### src/rtl/mux8_2_sched_if.sv
// Bus bundle between the eight sources / two lane consumers and mux8_2_sched.
// master: sources and lane consumers; slave: the scheduler.
interface mux8_2_sched_if #(
    parameter int unsigned W = 8
);
    logic           en;
    logic [7:0]     req;
    logic [8*W-1:0] ins;
    logic [7:0]     gnt;
    logic [W-1:0]   out0;
    logic [W-1:0]   out1;
    logic [1:0]     vld;
    logic [1:0]     rdy;
    logic [2:0]     setin0;
    logic [2:0]     setin1;
    logic           busy;

    modport master (
        output en, req, ins, rdy,
        input  gnt, out0, out1, vld, setin0, setin1, busy
    );

    modport slave (
        input  en, req, ins, rdy,
        output gnt, out0, out1, vld, setin0, setin1, busy
    );
endinterface

### src/rtl/mux8_2_sched.sv
// Round-robin scheduler sharing two registered, back-pressured W-bit lanes among eight sources.
// Optional MUX8_2_SCHED_TRISTATE_IDLE_EN: idle lanes drive all-z on their data outputs.
module mux8_2_sched #(
    parameter int unsigned W = 8
) (
    input logic            clk,
    input logic            rst_n,
    mux8_2_sched_if.slave  bus
);
    typedef enum logic {StIdle, StFull} lane_st_e;

    lane_st_e     lane_q [2];
    lane_st_e     lane_d [2];
    logic [W-1:0] data_q [2];
    logic [2:0]   src_q  [2];
    logic [2:0]   ptr_q, ptr_d;

    logic [1:0]   vld;
    logic [1:0]   free;
    logic [1:0]   grant;
    logic [2:0]   sel    [2];
    logic [W-1:0] din    [2];
    logic [7:0]   gnt_c;

    always_comb begin
        for (int k = 0; k < 2; k++) begin
            vld[k]  = (lane_q[k] == StFull);
            // A full lane being drained this edge can be refilled on the same edge.
            free[k] = !vld[k] || bus.rdy[k];
        end
    end

    // Scan from ptr_q; first hit takes the lowest free lane, second hit only if both are free.
    always_comb begin
        logic [2:0] idx;
        logic [2:0] last;
        logic [1:0] n;
        gnt_c  = '0;
        grant  = '0;
        sel[0] = '0;
        sel[1] = '0;
        last   = ptr_q;
        n      = '0;
        idx    = '0;
        if (bus.en && (free != 2'b00)) begin
            for (int j = 0; j < 8; j++) begin
                idx = ptr_q + 3'(j);
                if (bus.req[idx]) begin
                    if (n == 2'd0) begin
                        if (free[0]) begin
                            grant[0] = 1'b1;
                            sel[0]   = idx;
                        end else begin
                            grant[1] = 1'b1;
                            sel[1]   = idx;
                        end
                        gnt_c[idx] = 1'b1;
                        last       = idx;
                        n          = 2'd1;
                    end else if (n == 2'd1 && free == 2'b11) begin
                        grant[1]   = 1'b1;
                        sel[1]     = idx;
                        gnt_c[idx] = 1'b1;
                        last       = idx;
                        n          = 2'd2;
                    end
                end
            end
        end
        ptr_d = (gnt_c != '0) ? last + 3'd1 : ptr_q;
    end

    always_comb begin
        for (int k = 0; k < 2; k++) begin
            din[k]    = bus.ins[sel[k]*W +: W];
            lane_d[k] = lane_q[k];
            if (grant[k]) begin
                lane_d[k] = StFull;
            end else if (vld[k] && bus.rdy[k]) begin
                lane_d[k] = StIdle;
            end
        end
    end

    always_ff @(posedge clk or negedge rst_n) begin
        if (!rst_n) begin
            ptr_q <= '0;
            for (int k = 0; k < 2; k++) begin
                lane_q[k] <= StIdle;
                data_q[k] <= '0;
                src_q[k]  <= '0;
            end
        end else begin
            ptr_q <= ptr_d;
            for (int k = 0; k < 2; k++) begin
                lane_q[k] <= lane_d[k];
                if (grant[k]) begin
                    data_q[k] <= din[k];
                    src_q[k]  <= sel[k];
                end
            end
        end
    end

    // Reset must silence grants immediately, even with en and req high.
    assign bus.gnt    = rst_n ? gnt_c : '0;
    assign bus.vld    = vld;
    assign bus.busy   = vld[0] | vld[1];
    assign bus.setin0 = src_q[0];
    assign bus.setin1 = src_q[1];

`ifdef MUX8_2_SCHED_TRISTATE_IDLE_EN
    assign bus.out0 = vld[0] ? data_q[0] : {W{1'bz}};
    assign bus.out1 = vld[1] ? data_q[1] : {W{1'bz}};
`else
    assign bus.out0 = data_q[0];
    assign bus.out1 = data_q[1];
`endif
endmodule
### src/flat_wrapper.sv
// flat-port wrapper written by rule: the top's interface ports become plain ports
module mux8_2_sched_flat 
#(
    parameter int unsigned W = 8
)
  (clk, rst_n, bus_en, bus_req, bus_ins, bus_rdy, bus_gnt, bus_out0, bus_out1, bus_vld, bus_setin0, bus_setin1, bus_busy);
  mux8_2_sched_if #(.W(W)) bus_i ();
  input logic clk;
  input logic rst_n;
  input wire logic [$bits(bus_i.en)-1:0] bus_en;
  input wire logic [$bits(bus_i.req)-1:0] bus_req;
  input wire logic [$bits(bus_i.ins)-1:0] bus_ins;
  input wire logic [$bits(bus_i.rdy)-1:0] bus_rdy;
  output wire logic [$bits(bus_i.gnt)-1:0] bus_gnt;
  output wire logic [$bits(bus_i.out0)-1:0] bus_out0;
  output wire logic [$bits(bus_i.out1)-1:0] bus_out1;
  output wire logic [$bits(bus_i.vld)-1:0] bus_vld;
  output wire logic [$bits(bus_i.setin0)-1:0] bus_setin0;
  output wire logic [$bits(bus_i.setin1)-1:0] bus_setin1;
  output wire logic [$bits(bus_i.busy)-1:0] bus_busy;
  assign bus_i.en = bus_en;
  assign bus_i.req = bus_req;
  assign bus_i.ins = bus_ins;
  assign bus_i.rdy = bus_rdy;
  assign bus_gnt = bus_i.gnt;
  assign bus_out0 = bus_i.out0;
  assign bus_out1 = bus_i.out1;
  assign bus_vld = bus_i.vld;
  assign bus_setin0 = bus_i.setin0;
  assign bus_setin1 = bus_i.setin1;
  assign bus_busy = bus_i.busy;
  mux8_2_sched #(.W(W)) u_core (.clk(clk), .rst_n(rst_n), .bus(bus_i));
endmodule
### config.mk
export PLATFORM = sky130hd
export DESIGN_NAME = mux8_2_sched_flat
export DESIGN_NICKNAME = d
export VERILOG_FILES = /design/src/rtl/mux8_2_sched_if.sv /design/src/rtl/mux8_2_sched.sv /design/src/flat_wrapper.sv
export SDC_FILE = /design/constraint.sdc
export NUM_CORES = 1
export LEC_CHECK = 0
export BUFFER_PORTS_ARGS = -buffer_cell sky130_fd_sc_hd__buf_4
export CAP_MARGIN = 30
export CORE_AREA = 5 5 109 111
export DETAILED_ROUTE_END_ITERATION = 8
export DIE_AREA = 0 0 114 116
export GPL_TIMING_DRIVEN = 0
export PLACE_DENSITY = 0.67
export RECOVER_POWER = 50
export SETUP_SLACK_MARGIN = 0.5
export SLEW_MARGIN = 20
export SYNTH_ARGS = -nofsm -noshare
export SYNTH_HDL_FRONTEND = slang
export SYNTH_SLANG_ARGS = --single-unit
### constraint.sdc
create_clock -name clk -period 5.6 [get_ports clk]
set_input_delay 0.84 -clock clk [delete_from_list [all_inputs] [get_ports clk]]
set_output_delay 0.84 -clock clk [all_outputs]
set_load 0.05 [all_outputs]
After elaboration in Yosys (flattened, before gate mapping)
Cells that the tools add are included.
Storage, ports and cells
  input bits: 77
  bits in writable memories: 0
  memories kept: 0
  output and inout bits: 33
  register bits after elaboration: 27
  latch bits: 0
  bits in read-only memories: 0
Operators by class
  order comparisons: 16
  equal/unequal tests: 8
  add/sub/neg operators: 8
  divide/modulo/power cells: 0
  muxes and demuxes: 213
  bitwise operators: 8
  reductions and logical operators: 33
  multiply operators: 0
  shifts and indexed selects: 2
Operators with widths (number)
  $mux W8: 31
  $mux W3: 61
  $shiftx A64 B7 Y8: 2
  $mux W2: 36
  $mux W6: 11
  $mux W1: 58
  $or A8 B8 Y8: 7
  $lt A3 B4 Y1 const B: 8
  $bmux W1 S3: 8
  $demux W1 S3: 8
  $ge A3 B1 Y1 const B: 8
  $logic_and A1 B1 Y1: 18
  $eq A2 B1 Y1 const B: 7
  $logic_not A2 Y1: 7
  $add A3 B3 Y3 const B: 4
  $reduce_bool A8 Y1: 1
  $add A3 B1 Y3 const B: 2
  $add A3 B2 Y3 const B: 2
  $reduce_bool A2 Y1: 3
  $eq A2 B2 Y1 const B: 1
  $logic_not A1 Y1: 2
  $logic_or A1 B1 Y1: 2
  $or A1 B1 Y1: 1

Logic depth before layout (Yosys ltp)
  word-level depth: 48
  gate-level depth with buffers: 22
  depth with buffers taken out: 15

Worst setup path after synthesis
No wires, ideal clock.
  path kind: flip-flop to output port
  start: register u_core.ptr_q[1]
  end: output port bus_gnt[6]
  buffers on the path: 3
  cell stages (with the launch flop): 17
  setup slack: -573 ps
  arrival time: 5333 ps
  cells stage by stage: dfrtp_1 buf_4 buf_1 inv_1 ha_1 buf_6 mux2_1 mux4_2 o32a_4 mux2_4 o32a_4 o22ai_1 and2_2 a21o_1 mux2_2 nor2_1 a211oi_1
On the way
  longest elaborated chain between the ends: 47
RTL lines
  from (decl): RTL line mux8_2_sched.sv:16  | logic [2:0] ptr_q, ptr_d;
  from (signal assigned): RTL line mux8_2_sched.sv:94  | ptr_q <= ptr_d;
  $bmux W1 S3: RTL line mux8_2_sched.sv:48  | if (bus.req[idx]) begin
  $mux W1 (implied by the code): RTL line mux8_2_sched.sv:48
  $mux W1: RTL line mux8_2_sched.sv:48
  $mux W2: RTL line mux8_2_sched.sv:45  | if (bus.en && (free != 2'b00)) begin
  $eq A2 B1 Y1: RTL line mux8_2_sched.sv:60  | end else if (n == 2'd1 && free == 2'b11) begin
  $logic_and A1 B1 Y1: RTL line mux8_2_sched.sv:60
  $mux W2: RTL line mux8_2_sched.sv:60
  $mux W2: RTL line mux8_2_sched.sv:49  | if (n == 2'd0) begin
  [31 not listed]
  $mux W2: RTL line mux8_2_sched.sv:45
  $eq A2 B1 Y1: RTL line mux8_2_sched.sv:60
  $logic_and A1 B1 Y1: RTL line mux8_2_sched.sv:60
  $mux W8: RTL line mux8_2_sched.sv:60
  $mux W8: RTL line mux8_2_sched.sv:49
  $mux W8 (*): RTL line mux8_2_sched.sv:48
  $mux W8 (*): RTL line mux8_2_sched.sv:45
  $mux W8 (*): RTL line mux8_2_sched.sv:106  | assign bus.gnt = rst_n ? gnt_c : '0;
  to (decl): RTL line flat_wrapper.sv:14  | output wire logic [$bits(bus_i.gnt)-1:0] bus_gnt;
Every way passes the cells marked *; elsewhere a longest branch is shown, timed or not. The select of a mux whose other input is x is not followed.

Final worst setup path
Same ends and word-level chain as after synthesis.

==> impl_table.tex <==
\begin{tabular}{lr}
\hline
Metric & Value \\
\hline
\multicolumn{2}{l}{\textbf{Synthesis}} \\
\quad Compound-gate portion of the synthesized area & 30.7\% \\
\quad Synthesized-area fraction occupied by xor and xnor cells & 1.71\% \\
\quad Number of nets produced by synthesis & 631 \\
\quad Portion of netlist area occupied by mux cells & 29.3\% \\
\quad Synth area leader & sky130\_fd\_sc\_hd\_\_dfrtp\_1 \\
\quad Number of standard cells after synthesis & 547 \\
\quad Proportion of synthesized chip area in sequential cells & 14.4\% \\
\quad Most repeated cell in the gate-level netlist after synthesis & sky130\_fd\_sc\_hd\_\_mux2i\_1 \\
\quad Count of different cell masters after synthesis & 77 \\
\quad EDFF count, synth & 0 \\
\quad Number of synthesized register bits & 27 \\
\quad Combinational family with the most area after synthesis & compound AO/OA/AOI/OAI gates \\
\quad Simple-gate share of the synthesized area & 16.6\% \\
\quad Main area contributors after synthesis & sky130\_fd\_sc\_hd\_\_dfrtp\_1, sky130\_fd\_sc\_hd\_\_mux4\_2, sky130\_fd\_sc\_hd\_\_mux2i\_1 \\
\quad Avg Inst Size Synth & 8.58 um2 \\
\quad Commonest cells post-synth & sky130\_fd\_sc\_hd\_\_mux2i\_1, sky130\_fd\_sc\_hd\_\_nand2\_1, sky130\_fd\_sc\_hd\_\_nor2\_1 \\
\quad Yosys Warn Count & 0 \\
\quad Synth Cell Area & 4690 um2 \\
\quad Adder-Cell Fraction of Synth Area & 1.87\% \\
\quad Area share of the largest cell type after synthesis & 14.4\% \\
\quad Share of async-settable or async-resettable flops after synthesis & 100\% \\
\quad Prevailing post-synth register cell & sky130\_fd\_sc\_hd\_\_dfrtp\_1 \\
\multicolumn{2}{l}{\textbf{Hold path}} \\
\quad Class of the worst hold path & reg -> reg \\
\quad Hold worst-path end & u\_core.bus.setin1[2] \\
\quad Hold path cells & 1 \\
\quad Startpoint of the most critical hold path & u\_core.bus.setin1[2] \\
\multicolumn{2}{l}{\textbf{Critical path}} \\
\quad Cell count along the critical path & 17 \\
\quad Most Frequent Cell on Critical Path & sky130\_fd\_sc\_hd\_\_mux2\_4 \\
\quad Slack of the worst reg-to-reg path & 670 ps \\
\quad Required time of the critical path & 4760 ps \\
\quad Slowest Stage Delay on Critical Path & 530 ps \\
\quad Critical Path Sink Type & primary output \\
\quad Cell depth of the worst flop-to-flop path & 15 \\
\quad Signal arrival time at the worst endpoint & 4430 ps \\
\quad Kind of cell adding the most delay to the critical path & multiplexers \\
\quad Worst reg2reg path endpoint & u\_core.bus.out0[6] \\
\quad Crit Path Category & reg -> out \\
\quad Critical path buffers and inverters & 5 \\
\quad CP max-delay cell & sky130\_fd\_sc\_hd\_\_mux4\_2 \\
\quad Cells along the critical path & buf\_6 -> buf\_12 -> inv\_12 -> ha\_4 -> buf\_8 -> mux2\_4 -> mux4\_2 -> o32a\_4 -> mux2\_4 -> o32a\_4 -> o22ai\_4 -> and2\_4 -> a21o\_1 -> mux2\_4 -> nor2\_4 -> a211oi\_4 -> buf\_6 \\
\quad Critical Path Fanout Max & 6 \\
\quad Startpoint of the lowest-slack register-to-register path & u\_core.ptr\_q[2] \\
\quad Sort of element at the start of the critical path & flip-flop \\
\multicolumn{2}{l}{\textbf{Routing}} \\
\quad Count of vias placed by the detailed router & 5546 \\
\quad Detail Route Antenna Nets & 0 \\
\quad Via-per-instance ratio & 6.67 \\
\quad Initial drt markers & 612 \\
\quad WL final & 18.7 mm \\
\quad Length of the first detailed-routing pass in iterations & 5 \\
\quad Post-detailed-route DRC marker count & 0 \\
\quad Drt wl/cell & 22.5 um \\
\multicolumn{2}{l}{\textbf{Run status}} \\
\quad Run status & complete, but fails checks \\
\quad Violated checks & capacitance limit, slew limit \\
\multicolumn{2}{l}{\textbf{Clock tree}} \\
\quad Clock latency on the worst-skew pair & 290 ps \\
\quad Bufs on Longest Clock Path & 2 \\
\quad Clock-pin slew on the worst setup and hold paths & 110 ps \\
\quad Total number of clock tree sinks & 27 \\
\quad Clock root buffer & sky130\_fd\_sc\_hd\_\_clkbuf\_8 \\
\quad Clock tree from TritonCTS & built \\
\quad H-tree lvl count & 1 \\
\quad Number of buffers inserted during clock tree synthesis & 3 \\
\multicolumn{2}{l}{\textbf{STA}} \\
\quad Pins over their slew limit & 29 \\
\quad Remaining max-slew budget at the tightest pin & -1.86\% \\
\quad Endpoints failing setup & 0 \\
\quad Final setup skew & 6.49 ps \\
\quad Part of the cycle the worst path needs & 94.1\% \\
\quad Unrepaired setup endpoints after global routing & yes \\
\quad Final critical path time including I/O delays and setup & 5270 ps \\
\quad Hold Violations, Final & 0 \\
\quad Highest clock frequency the design can meet & 190 MHz \\
\quad Transition time at the pin with the least slew margin & 1530 ps \\
\multicolumn{2}{l}{\textbf{Finish}} \\
\quad Fraction of layout instances using a drive strength above 1 & 37.2\% \\
\quad Post-route core utilization & 59.2\% \\
\quad Final cell area excluding filler cells & 6330 um2 \\
\quad Filler Cell Count & 995 \\
\quad Number of diodes added for antenna fixing & 0 \\
\quad Layout overhead on the synthesized area & 35.0\% \\
\quad Number of nets in the final layout & 776 \\
\multicolumn{2}{l}{\textbf{Floorplan}} \\
\quad Floorplan die width & 114 um \\
\quad Starting Density & 43.9\% \\
\quad Io pins & 110 \\
\quad Row Count & 38 \\
\quad Overall die area & 13200 um2 \\
\quad Placeable core region & 10700 um2 \\
\quad Die Span Y & 116 um \\
\multicolumn{2}{l}{\textbf{Placed design}} \\
\quad Half-perimeter wire length after detailed placement & 13.9 mm \\
\quad Area after detailed placement & 5800 um2 \\
\quad Number of buffer cells added on primary ports & 109 \\
\quad Final GP Congestion & 0.966 \\
\multicolumn{2}{l}{\textbf{Global routing}} \\
\quad Total global-route track usage & 27.6\% \\
\quad Vias in the first global route & 5362 \\
\quad Antenna violations before repair & 0 \\
\quad Maximum number of pins on one net before global-route repair & 29 \\
\quad Global-route wire length before repair & 29.2 mm \\
\quad Global route overflow & 0 \\
\multicolumn{2}{l}{\textbf{Job}} \\
\quad Max-cap violation count & 1 \\
\hline
\end{tabular}
-- flip-flops by register name (all words and copies together) (netlist names) --
signal             flops
u_core.bus.out0        8
u_core.bus.out1        8
u_core.bus.setin0      3
u_core.bus.setin1      3
u_core.ptr_q           3
u_core.bus.vld         2
-- cells by family after synthesis --
| kind of cell | Yosys count |
|---|---|
| compound gates | 193 |
| simple gates | 161 |
| mux | 101 |
| buf+inv | 51 |
| flops | 27 |
| xor+xnor | 7 |
| fa+ha+maj | 7 |
-- per-stage QoR --
step | TNS [ps] | worst slack [ps] | cells | hold slack, ps
4_1_cts | 0 | 327 | 820 | 466
3_5_place_dp | -475 | -134 | 797 | 468
6_report | 0 | 331 | 831 | 488
5_1_grt | 0 | 191 | 831 | 508
3_3_place_gp | -279 | -114 | 796 | 464
2_1_floorplan | 0 | 509 | 547 | 544
-- worst reg2reg max path, delay by kind of cell (launching register included) --
family | cells | cell delay, ps
buf+inv | 5 | 1260
flops | 1 | 430
mux | 3 | 1310
simple gates | 1 | 260
fa+ha+maj | 1 | 360
compound gates | 5 | 1200
-- layer usage --
layer  vias to the layer above  global-route usage, %  share of wire [%]
met3                        53                   4.91                9.0
met4                         0                   9.26                2.8
met1                      2693                   38.8                 42
li1                       2462                      -                  -
met2                       338                   43.0                 46
met5                         -                      0                  0
-- worst max-delay path by stage --
stage,start,endpoint,slack [ps]
2_1_floorplan,u_core.ptr_q[1],bus_gnt[7],510
4_1_cts,u_core.ptr_q[0],bus_gnt[7],330
3_3_place_gp,u_core.ptr_q[1],bus_gnt[5],-110
6_report,u_core.ptr_q[1],bus_gnt[6],330
5_1_grt,u_core.ptr_q[0],bus_gnt[7],190
3_5_place_dp,u_core.ptr_q[1],bus_gnt[5],-130
-- final cells by class --
cell class	count	area, um2	share of cell area (%)
Inverter	9	50.0	0.790
Multi-Input combinational cell	469	4050	64.0
Buffer	42	302	4.76
Clock buffer	3	41.3	0.652
Timing Repair Buffer	140	1030	16.2
Sequential cell	27	676	10.7
Clock inverter	1	7.51	0.119
Tap cell	140	175	2.77
-- placed cells by master (no fill, tap or decap), types with 4 or more instances in the layout --
| master | n |
|---|---|
| sky130_fd_sc_hd__buf_4 | 119 |
| sky130_fd_sc_hd__mux2i_1 | 51 |
| sky130_fd_sc_hd__nand2_1 | 43 |
| sky130_fd_sc_hd__nor2_1 | 40 |
| sky130_fd_sc_hd__o21ai_0 | 34 |
| sky130_fd_sc_hd__clkbuf_1 | 31 |
| sky130_fd_sc_hd__dfrtp_1 | 27 |
| sky130_fd_sc_hd__mux4_2 | 25 |
| sky130_fd_sc_hd__a21oi_1 | 24 |
| sky130_fd_sc_hd__mux2_2 | 16 |
| sky130_fd_sc_hd__o22ai_1 | 14 |
| sky130_fd_sc_hd__nand3_1 | 13 |
| sky130_fd_sc_hd__nor3_1 | 13 |
| sky130_fd_sc_hd__a221o_1 | 12 |
| sky130_fd_sc_hd__buf_6 | 11 |
| sky130_fd_sc_hd__buf_2 | 11 |
| sky130_fd_sc_hd__or3_1 | 10 |
| sky130_fd_sc_hd__nand2b_1 | 8 |
| sky130_fd_sc_hd__o2bb2ai_1 | 8 |
| sky130_fd_sc_hd__and2_1 | 7 |
| sky130_fd_sc_hd__a211oi_1 | 7 |
| sky130_fd_sc_hd__a21o_1 | 7 |
| sky130_fd_sc_hd__inv_1 | 6 |
| sky130_fd_sc_hd__mux2_4 | 6 |
| sky130_fd_sc_hd__o21ai_1 | 5 |
| sky130_fd_sc_hd__o311ai_0 | 5 |
| sky130_fd_sc_hd__a211oi_4 | 5 |
| sky130_fd_sc_hd__ha_1 | 5 |
| sky130_fd_sc_hd__buf_12 | 4 |
| sky130_fd_sc_hd__a21oi_2 | 4 |
| sky130_fd_sc_hd__clkbuf_8 | 4 |
| sky130_fd_sc_hd__o32a_1 | 4 |
| sky130_fd_sc_hd__o31ai_1 | 4 |
| sky130_fd_sc_hd__a222oi_1 | 4 |
| sky130_fd_sc_hd__and3_1 | 4 |
-- repair_timing --
item,4_1_cts,5_1_grt
pin swaps,12,8
setup endpoints to repair,27,24
hold buffers,0,0
gates resized for setup,57,19
setup buffers,19,11
Power is left out: the tool's default activity adds up to more than one toggle a clock period on the data nets, which glitch-free logic cannot reach.
